--- src/rtl/cfi_pkg.sv ---
// cfi_pkg: shared encodings, label layout and state types for the CFI landing-pad checker.
package cfi_pkg;

    localparam int LOWER_W = 9;
    localparam int MID_W   = 8;
    localparam int UPPER_W = 8;

    localparam logic [6:0] OPC_OP_IMM = 7'b0010011;
    localparam logic [6:0] OPC_JALR   = 7'b1100111;
    localparam logic [6:0] F7_LOWER   = 7'b1000001;
    localparam logic [6:0] F7_MIDUP   = 7'b1000011;

    typedef enum logic [2:0] {
        OP_NONE,
        OP_LPSLL,
        OP_LPCLL,
        OP_SML,
        OP_CML,
        OP_SUL,
        OP_CUL
    } cfi_op_e;

    typedef enum logic [1:0] {
        CAUSE_NO_LP,
        CAUSE_LOWER,
        CAUSE_MID,
        CAUSE_UPPER
    } viol_cause_e;

    typedef enum logic [1:0] {
        IDLE,
        WAIT_LP,
        LANDED,
        VIOL
    } state_e;

    typedef struct packed {
        logic [UPPER_W-1:0] upper;
        logic [MID_W-1:0]   mid;
        logic [LOWER_W-1:0] lower;
    } cfi_label_t;

    // x1/x5 are the ABI link registers; transfers through them are returns.
    function automatic logic is_link(input logic [4:0] r);
        return r == 5'd1 || r == 5'd5;
    endfunction

endpackage

--- src/rtl/cfi_decoder.sv ---
// cfi_decoder: classifies a retiring instruction as a CFI label op and/or an indirect transfer.
module cfi_decoder
    import cfi_pkg::*;
(
    input  logic        [31:0] instr,
    input  logic               is_comp,
    output cfi_op_e            op,
    output logic [LOWER_W-1:0] label,
    output logic               indirect
);

    logic       cfi_form;
    logic       is_lower;
    logic       is_midup;
    logic [1:0] sel;
    logic       jalr;
    logic       c_jr_form;

    assign cfi_form = !is_comp && instr[6:0] == OPC_OP_IMM && instr[14:12] == 3'b100 && instr[11:7] == 5'd0;
    assign is_lower = cfi_form && instr[31:25] == F7_LOWER;
    assign is_midup = cfi_form && instr[31:25] == F7_MIDUP;
    assign sel      = instr[24:23];

    always_comb begin
        op = is_lower ? (instr[24] ? OP_LPCLL : OP_LPSLL) :
             is_midup ? (sel == 2'b00 ? OP_SML : sel == 2'b01 ? OP_CML : sel == 2'b10 ? OP_SUL : OP_CUL) :
             OP_NONE;
        label = is_lower ? instr[23:15] : {1'b0, instr[22:15]};
    end

    // C.JR/C.JALR share the CR encoding; bit 12 separates them.
    assign jalr      = !is_comp && instr[6:0] == OPC_JALR && instr[14:12] == 3'b000 &&
                       !(instr[11:7] == 5'd0 && is_link(instr[19:15]));
    assign c_jr_form = is_comp && instr[1:0] == 2'b10 && instr[15:13] == 3'b100 &&
                       instr[11:7] != 5'd0 && instr[6:2] == 5'd0;
    assign indirect  = jalr || (c_jr_form && (instr[12] || !is_link(instr[11:7])));

endmodule

--- config.mk ---
export PLATFORM = sky130hd
export DESIGN_NAME = cfi_decoder
export DESIGN_NICKNAME = d
export VERILOG_FILES = /design/src/rtl/cfi_pkg.sv /design/src/rtl/cfi_decoder.sv
export SDC_FILE = /design/constraint.sdc
export NUM_CORES = 1
export LEC_CHECK = 0
export CAP_MARGIN = 20
export CORE_AREA = 2 2 39 41
export DETAILED_ROUTE_END_ITERATION = 16
export DIE_AREA = 0 0 41 43
export MAX_ROUTING_LAYER = met4
export PLACE_DENSITY = 0.9
export SYNTH_ARGS = -nofsm -noshare
export SYNTH_HDL_FRONTEND = slang
export SYNTH_SLANG_ARGS = --single-unit
--- constraint.sdc ---
create_clock -name vclk -period 1.6
set_input_delay 0.32 -clock vclk [all_inputs]
set_output_delay 0.32 -clock vclk [all_outputs]
set_load 0.005 [all_outputs]
==> summary.md, run 1 <==
| Metric | Value |
|---|---|
| Status | complete, but fails checks |
| Failing checks | setup timing |
| Vias/cell | 4.88 |
| Overall Global Routing Usage | a little under a fifth |
| Share of cells above drive strength 1 | 62.5% |
| Leakage | 0.403 nW |
| Top Ports | 46 |
| Worst Hold Class | input pin to primary output |
| Layout area overhead | 187% |
| Setup WS pre-CTS | -1020 ps |
| Psw | 0.0000530 W |
| Die area | about 1800 um^2 |
| Count of port buffers added during placement | 38 |
| Mean Syn Cell Area | 7.80 um^2 |
| Die width | just over 40 um |
| Starting density of the core | a little over a fifth |
| Dpl cell area | 682 um^2 |
| Register area | 0 um^2 |
| Switching Share | 38.5% |
| VDD IR max | 0.0917 mV |
| Drt pass-1 iters | 2 |
| Final instance area | 851 um^2 |
| Power share of the sequential group | 0% |
| Final worst-path cycle share | 116% |
| Clock share of power | 0% |
| Post-route ant nets | 0 |
| Largest fanout on the critical path | 3 |
| CP top delay family | simple AND/OR/NAND/NOR gates |
| PwrDens | 162 nW/um^2 |
| Synth Instances | 38 |
| Critical Path Stages | 6 |
| Final setup viols | 5 |
| Drt wl/cell | 15.0 um |
| Die Y | 43 um |
| Hold Startpoint | instr[21] |
| Vias | about 510 |
| DRC | 0 |
| Net Count, Synth | 73 |
| Placer congestion estimate | ~0.66 |
| Hold Violations, Final | 0 |
| Setup Crit Path Kind | input pin to primary output |
| Final Max Tran Viols | 0 |
| Max Fclk | 538 MHz |
| Endpoint, Worst Hold | label[6] |
| Largest net degree at the start of global routing | 6 |
| Combinational share of power | 100.0% |
| Worst slew margin | about four fifths |
| Final min period | roughly 1900 ps |
| FP Rows | 14 |
| Crit path buffers/inverters | 3 |
| Slowest-stage cell, CP | nor4b_2 |
| Mapped Area | 297 um^2 |
| Arr. time, crit path | 1540 ps |
| Max Cap Viol | 0 |
| YS warnings | 0 |
| Initial antenna violation count | 0 |
| N_diodes | 0 |
| Clock buffers | 0 |
| CP startpoint kind | input pin |
| FILL cells | 125 |
| Commonest non-fill, non-tap cell in the layout | buf_4 |
| PnR worst setup slack | -258 ps |
| Slew at the pin closest to its max-slew limit | 322 ps |
| CP max stage delay | approximately 290 ps |
| Core box area | 1380 um^2 |
| Multi-input logic area | 337 um^2 |
| Commonest cells after routing, fill and taps aside | 14 x buf_4, 13 x buf_2, 12 x dlygate4sd2_1 |
| Final-stage net count | 125 |
| Seq cells | 0 |
| Global-route wire length before repair | 2.25 mm |
| Gr ovfl total | 0 |
| DP Wirelength | 956 um |
| Cell Chain, Critical Path | buf_6, nor4b_4, nand4_1, buf_4, nor4b_2, buf_2 |
| DRT iter0 DRCs | 1 |
| Crit. End Element | primary output |
| Synth cell types | 23 |
| RSZ-0062 raised after global routing | true |
| Worst hold path stage count | 0 |
| Pint | about 0.000084 W |
| Routed wire length | 1.56 mm |
| Worst Path Required | 1280 ps |
| Number of global-route vias before repair | 556 |
| Register area share after synthesis | 0% |
how the worst max path moves through the flow:
stage / slack, ps / startpoint / end
floorplan: 50 / instr[0] / indirect
global placement: -940 / instr[14] / label[8]
detailed placement: -1020 / instr[14] / label[8]
CTS: -230 / is_comp / label[8]
global route: -310 / instr[12] / label[8]
finish: -260 / instr[12] / op[2]
through the flow:
step           cells   power, W  TNS [ps]  util [%]  hold WS, ps
5_1_grt          104   0.000148     -1370      61.5          640
6_report         104   0.000137     -1110      61.5          640
3_3_place_gp      90   0.000124     -4580      49.3          640
3_5_place_dp      90   0.000127     -4830      49.3          640
2_1_floorplan     38  0.0000379         0         -          675
4_1_cts          103   0.000129      -930      58.0          640
area by class of cell:
| class | count | area share (%) |
|---|---|---|
| Inverter | 2 | 0.882 |
| Tap cell | 16 | 2.35 |
| Multi-Input combinational cell | 28 | 39.6 |
| Timing Repair Buffer | 58 | 57.2 |
cells by family after synthesis:
family / count (synthesis) / synth area share (%)
and+or+nand+nor: 20 / 51.9
buffers and inverters: 10 / 22.8
AOI/OAI and AO/OA: 5 / 13.5
adders and majority gates: 2 / 8.44
muxes: 1 / 3.38
synthesized netlist by cell type, drive strengths merged:
library cell,number,share of area [%]
a2111oi,1,3.4
a211o,1,3.0
a21boi,1,2.5
a31oi,1,2.1
and3,1,2.1
buf,8,20
ha,2,8.4
inv,2,2.5
mux2i,1,3.4
nand3,1,1.7
nand4,2,4.2
nand4b,1,3.0
nor2,4,5.1
nor2b,1,2.1
nor3,2,7.2
nor4,1,2.1
nor4b,4,16
nor4bb,1,3.4
o21a,1,2.5
or3,1,2.5
or4,1,2.5
layer usage:
| metal | vias to the layer above | GRT usage (%) | part of all wire [%] |
|---|---|---|---|
| li1 | 242 | - | - |
| met1 | 231 | 14.6 | 29 |
| met2 | 25 | 37.2 | 59 |
| met3 | 10 | 1.57 | 5.3 |
| met4 | 0 | 11.3 | 6.7 |
| met5 | - | - | 0 |
power by group through the flow:
stage / sequential (W) / combinational (W) / clock [W]
6_report: 0 / 0.000137 / 0
5_1_grt: 0 / 0.000148 / 0
4_1_cts: 0 / 0.000129 / 0
3_5_place_dp: 0 / 0.000127 / 0
3_3_place_gp: 0 / 0.000124 / 0
2_1_floorplan: 0 / 0.0000379 / 0
timing repair:
item | CTS | global route
endpoints found under the setup margin | 9 | 5
buffers inserted | 14 | 2
resized for setup | 110 | 12
hold buffers | 0 | 0
pin swaps | 13 | 10
No activity file was read; power rests on OpenSTA's default activity.
==> run 2: changes to the inputs <==
- ABC_AREA: default -> 1
- CORE_AREA: 2 2 39 41 -> default
- CORE_UTILIZATION: default -> 29
- DIE_AREA: 0 0 41 43 -> default
- PLACE_DENSITY: 0.9 -> 0.84
==> run 2 against run 1 <==
The flow still finishes with violations (setup timing). Core utilization grew 6.3 points. Design area rose by 2.4%. Critical path depth grew 2. Cell count increased by 25%. Synthesized cell count is 87% higher. Via count increased by 18%. Combinational power increased by 9%. Non-clock buffer count is 6 lower. Maximum frequency up 15%. Synthesized area is 35% higher. Hold slack barely moved.
==> summary.md, run 2 <==
| Metric | Value |
|---|---|
| Status | complete, but fails checks |
| Failing checks | setup timing |
| Crit. End Element | primary output |
| Max Cap Viol | 0 (unchanged) |
| Final setup viols | 1 (-4) |
| Hold Violations, Final | 0 (unchanged) |
| Register area share after synthesis | 0% (unchanged) |
| Number of global-route vias before repair | 493 (-11%) |
| Commonest non-fill, non-tap cell in the layout | buf_4 |
| Register area | 0 um^2 (unchanged) |
| Worst slew margin | 85.6% (+7.2 points) |
| Initial antenna violation count | 0 (unchanged) |
| Worst hold path stage count | 0 (unchanged) |
| DRT iter0 DRCs | 4 (+3) |
| VDD IR max | 0.0946 mV (+3.2%) |
| Vias | 599 (+18%) |
| Worst Path Required | 1280 ps (about the same) |
| Post-route ant nets | 0 (unchanged) |
| Core Util, Final | 67.8% (+6.3 points) |
| Mapped Area | 399 um^2 (+35%) |
| Routing usage on met1 | 18.2% (+3.6 points) |
| Final worst-path cycle share | 101% (-15 points) |
| Arr. time, crit path | 1300 ps (-240 ps) |
| PnR worst setup slack | -19.0 ps (+239 ps) |
| Drt pass-1 iters | 3 (+1) |
| GRT met2 Usage | 35.0% (-2.2 points) |
| DRC | 0 (unchanged) |
| Starting density of the core | 31.1% (+9.6 points) |
| Die area | 1530 um^2 (-13%) |
| Global-route wire length before repair | 1.84 mm (-18%) |
| Slew at the pin closest to its max-slew limit | 215 ps (-107 ps) |
| DP Wirelength | 1.02 mm (+7.0%) |
| RSZ-0062 raised after global routing | true |
| FP Rows | 13 (-1) |
| Setup TNS | -19.0 ps (+1090 ps) |
| Endpoint, Worst Hold | label[6] |
| Clock buffers | 0 (unchanged) |
| Seq cells | 0 (unchanged) |
| Setup Crit Path Kind | input pin to primary output |
| Largest fanout on the critical path | 2 (-1) |
| Top post-synthesis cells by count | 12 x inv_1, 12 x nand2_1, 10 x nor2_1 |
| Mean Syn Cell Area | 5.62 um^2 (-28%) |
| Share of cells above drive strength 1 | 65.2% (+2.7 points) |
| Routed wire length | 1.45 mm (-6.9%) |
| Area fraction of the dominant cell type after synthesis | 15.0% (-5.2 points) |
| Hold Startpoint | instr[21] |
| Final min period | 1620 ps (-239 ps) |
| Placer congestion estimate | 0.771 (+17%) |
| Final-stage net count | 152 (+22%) |
| Busiest layer in global routing | met2 |
| Core box area | 1280 um^2 (-7.1%) |
| Overall Global Routing Usage | 17.0% (-2.0 points) |
| PwrDens | 172 nW/um^2 (+6.6%) |
| GR Layer Usage met3 | 0% (-1.6 points) |
| Die width | 39.1 um (-4.6%) |
| Yosys top cell by area | buf_4 |
| Synth Instances | 71 (+87%) |
| Commonest cells after routing, fill and taps aside | 13 x buf_4, 12 x buf_2, 8 x nand2_1, 8 x buf_6 |
| Cts hold-fix bufs | 0 (unchanged) |
| N_diodes | 0 (unchanged) |
| Drt wl/cell | 11.1 um (-26%) |
| Net Count, Synth | 106 (+45%) |
| Worst Hold Class | input pin to primary output |
| Synth area leaders | buf_4 15%, inv_1 11%, nand2_1 11% |
| Vias/cell | 4.61 (-5.7%) |
| Largest net degree at the start of global routing | 4 (-2) |
| Leakage | 0.423 nW (+4.8%) |
| Count of port buffers added during placement | 38 (unchanged) |
| Layout area overhead | 118% |
| Max Fclk | 618 MHz (+15%) |
| Die Y | 39.1 um (-9.1%) |
| FILL cells | 125 (unchanged) |
| Synth cell types | 20 (-13%) |
| Gr ovfl total | 0 (unchanged) |
| Final Max Tran Viols | 0 (unchanged) |
| CP startpoint kind | input pin |
| Top Ports | 46 (unchanged) |
| YS warnings | 0 (unchanged) |
run 2: cell count changes after synthesis, moves of 2 or more:
cell,change
inv_1,+10
nand2_1,+12
nand3_1,+4
nor2_1,+6
nor2_2,+5
nor3_1,+4
nor4b_1,-2
nor4b_2,-2
run 2: worst max path at each step:
stage | slack [ps] | endpoint | startpoint | depth (start not counted)
2_1_floorplan | 320 | op[0] | instr[23] | 5
3_3_place_gp | -630 | op[1] | instr[1] | 8
3_5_place_dp | -680 | op[1] | instr[3] | 9
4_1_cts | -60 | op[0] | is_comp | 10
5_1_grt | -100 | op[0] | instr[26] | 8
6_report | -20 | op[0] | instr[26] | 8
run 2: logic make-up (layout without fill, tap and decap cells):
family	after synthesis	count (layout)	synth area share, %
AOI/OAI and AO/OA	1	1	1.88
buffers and inverters	21	65	27.3
adders and majority gates	2	2	6.27
and+or+nand+nor	47	47	64.6
run 2: worst max-delay path: stages:
cell and delay, ps:
clkdlybuf4s15_1 230, nor2_4 160, nand3_4 100, nor3_4 180, buf_4 130, inv_2 20
nand2_1 40, buf_2 110
run 2: metrics by stage:
| step | setup slack, ps | power, W | cells | cell area (um^2) | hold slack, ps |
|---|---|---|---|---|---|
| floorplan | 318 | 0.0000476 | 71 | 399 | 721 |
| finish | -19.0 | 0.000150 | 130 | 871 | 640 |
| CTS | -56.2 | 0.000130 | 130 | 791 | 640 |
| global placement | -632 | 0.000139 | 124 | 798 | 640 |
| global route | -96.0 | 0.000162 | 130 | 871 | 640 |
| detailed placement | -684 | 0.000142 | 124 | 798 | 640 |
run 2: timing repair:
| item | 4_1_cts | 5_1_grt |
|---|---|---|
| buffers inserted | 7 | 0 |
| gates resized for setup | 110 | 37 |
| setup endpoints to repair | 9 | 5 |
| pin swaps | 21 | 20 |
run 2: layer usage:
layer  vias up  routed length [um]
met5         -                   0
met4         0                   6
met3         4                  74
met2        21                 842
met1       267                 525
li1        307                   -
run 2: layout make-up:
cell class         instances  area (um^2)  area share [%]
multi-input cells         50          400            46.0
inverters                 13         51.3            5.89
repair buffers            52          400            46.0
well taps                 15         18.8            2.16
run 2: power by group:
group          switching (W)  leakage (nW)  internal [W]
registers                  0             0             0
clock network              0             0             0
logic              0.0000641         0.423     0.0000859
total              0.0000641         0.423     0.0000859
==> run 3: changes to the inputs <==
- ABC_AREA: 1 -> default
- CORE_AREA: default -> 2 2 39 41
- CORE_UTILIZATION: 29 -> default
- DIE_AREA: default -> 0 0 41 43
- PLACE_DENSITY: 0.84 -> 0.79
==> run 3 against run 2 <==
The run still ends with setup timing left. Via count fell by 21%. Design area fell by 4.3%. Flip-flop and latch count did not move. Cell count fell by 23%. Setup slack got worse by 270 ps. Global-route usage fell by 1.7 points. Core utilization fell by 7.6 points. Critical path type unchanged. Largest power group unchanged.
==> summary.md, run 3 (synthesis gave the netlist of run 1 again) <==
| Metric | Value |
|---|---|
| Status | complete, but fails checks |
| Failing checks | setup timing |
| Dpl cell area | 682 um^2 (-15%) |
| Leakage | 0.382 nW (-9.5%) |
| RSZ-0062 raised after global routing | true |
| Slew at the pin closest to its max-slew limit | 297 ps (+82.3 ps) |
| Initial antenna violation count | 0 (unchanged) |
| DP Wirelength | 862 um (-16%) |
| Die width | 41 um (+4.9%) |
| Drt pass-1 iters | 2 (-1) |
| DRC | 0 (unchanged) |
| Seq cells | 0 (unchanged) |
| FP Rows | 14 (+1) |
| Clock buffers | 0 (unchanged) |
| Worst Path Required | 1280 ps (about the same) |
| PwrDens | 161 nW/um^2 (-6.3%) |
| Final instance area | 833 um^2 (-4.3%) |
| Core box area | 1380 um^2 (+7.7%) |
| Largest net degree at the start of global routing | 6 (+2) |
| Arr. time, crit path | 1570 ps (+270 ps) |
| Number of global-route vias before repair | 476 (-3.4%) |
| DRT iter0 DRCs | 6 (+2) |
| Total Power | 0.000134 W (-10%) |
| Final-stage net count | 121 (-20%) |
| Commonest cells after routing, fill and taps aside | 12 x dlygate4sd2_1, 12 x buf_4, 9 x buf_2, 9 x buf_6, 6 x clkdlybuf4s50_1 |
| Drt wl/cell | 12.1 um (+8.6%) |
| Max Cap Viol | 0 (unchanged) |
| FILL cells | 135 (+8.0%) |
| PnR worst setup slack | -289 ps (-269 ps) |
| Gr ovfl total | 0 (unchanged) |
| Hold Startpoint | instr[17] |
| Cts hold-fix bufs | 0 (unchanged) |
| Post-route ant nets | 0 (unchanged) |
| Worst Setup SP | instr[24] |
| Routed wire length | 1.21 mm (-16%) |
| Layout area overhead | 181% |
| Max Fclk | 530 MHz (-14%) |
| Share of cells above drive strength 1 | 56.0% (-9.3 points) |
| Setup Crit Path Kind | input pin to primary output |
| CP startpoint kind | input pin |
| Worst slew margin | 80.1% (-5.5 points) |
| N_diodes | 0 (unchanged) |
| Die Y | 43 um (+10%) |
| Top Ports | 46 (unchanged) |
| Largest fanout on the critical path | 2 (unchanged) |
| Vias/cell | 4.71 (+2.2%) |
| Die area | 1760 um^2 (+15%) |
| Crit. End Element | primary output |
| Final Max Tran Viols | 0 (unchanged) |
| Final min period | 1890 ps (+269 ps) |
| Final setup viols | 5 (+4) |
| Placer congestion estimate | 0.699 (-9.3%) |
| Hold Violations, Final | 0 (unchanged) |
| Overall Global Routing Usage | 15.3% (-1.7 points) |
| Register area | 0 um^2 (unchanged) |
| Vias | 471 (-21%) |
| Final worst-path cycle share | 118% (+17 points) |
| Starting density of the core | 21.4% (-9.6 points) |
| Worst Hold Class | input pin to primary output |
| Global-route wire length before repair | 1.89 mm (+2.6%) |
| VDD IR max | 0.0789 mV (-17%) |
| Count of port buffers added during placement | 38 (unchanged) |
==> run 3: power breakdown <==
group / total, W / internal [W] / switching, W
Sequential: 0 / 0 / 0
Clock: 0 / 0 / 0
Combinational: 0.000134 / 0.0000866 / 0.0000478
Total: 0.000134 / 0.0000866 / 0.0000478
==> run 3: timing repair <==
item | CTS | global route
gates resized for setup | 108 | 7
setup endpoints to repair | 9 | 5
pin swaps | 15 | 6
setup buffers | 11 | 0
==> run 3: worst paths after layout <==
path | slack, ps | to | cells after the start
max | -290 | op[1] | 5
min | 640 | label[2] | 0
==> run 3: critical path, cell delays in order <==
cell and delay [ps]:
clkdlybuf4s50_1 480, inv_1 70, ha_4 220, a2111oi_4 320, buf_2 170
==> run 3: area by class of cell <==
class	instances	area, um^2	share of cell area, %
timing repair buffer	54	463	55.6
multi-input combinational	28	343	41.1
tap	16	20.0	2.40
inverter	2	7.51	0.901
==> run 3: metrics by stage <==
stage                     TNS (ps)  cells  hold WS (ps)  utilization [%]  worst slack [ps]
after floorplan                  0     38           675                -              48.4
after global placement       -4550     90           640             49.3              -962
after detailed placement     -4860     90           640             49.3             -1030
after CTS                    -1150    100           640             58.0              -311
after global routing         -1470    100           640             60.2              -345
final                        -1120    100           640             60.2              -289
==> run 3: layer usage <==
metal	vias up	wire length, um	track usage, %
met5	-	0	-
met4	0	15	4.67
met3	2	67	0.524
met2	16	735	28.4
met1	220	392	15.9
li1	233	-	-
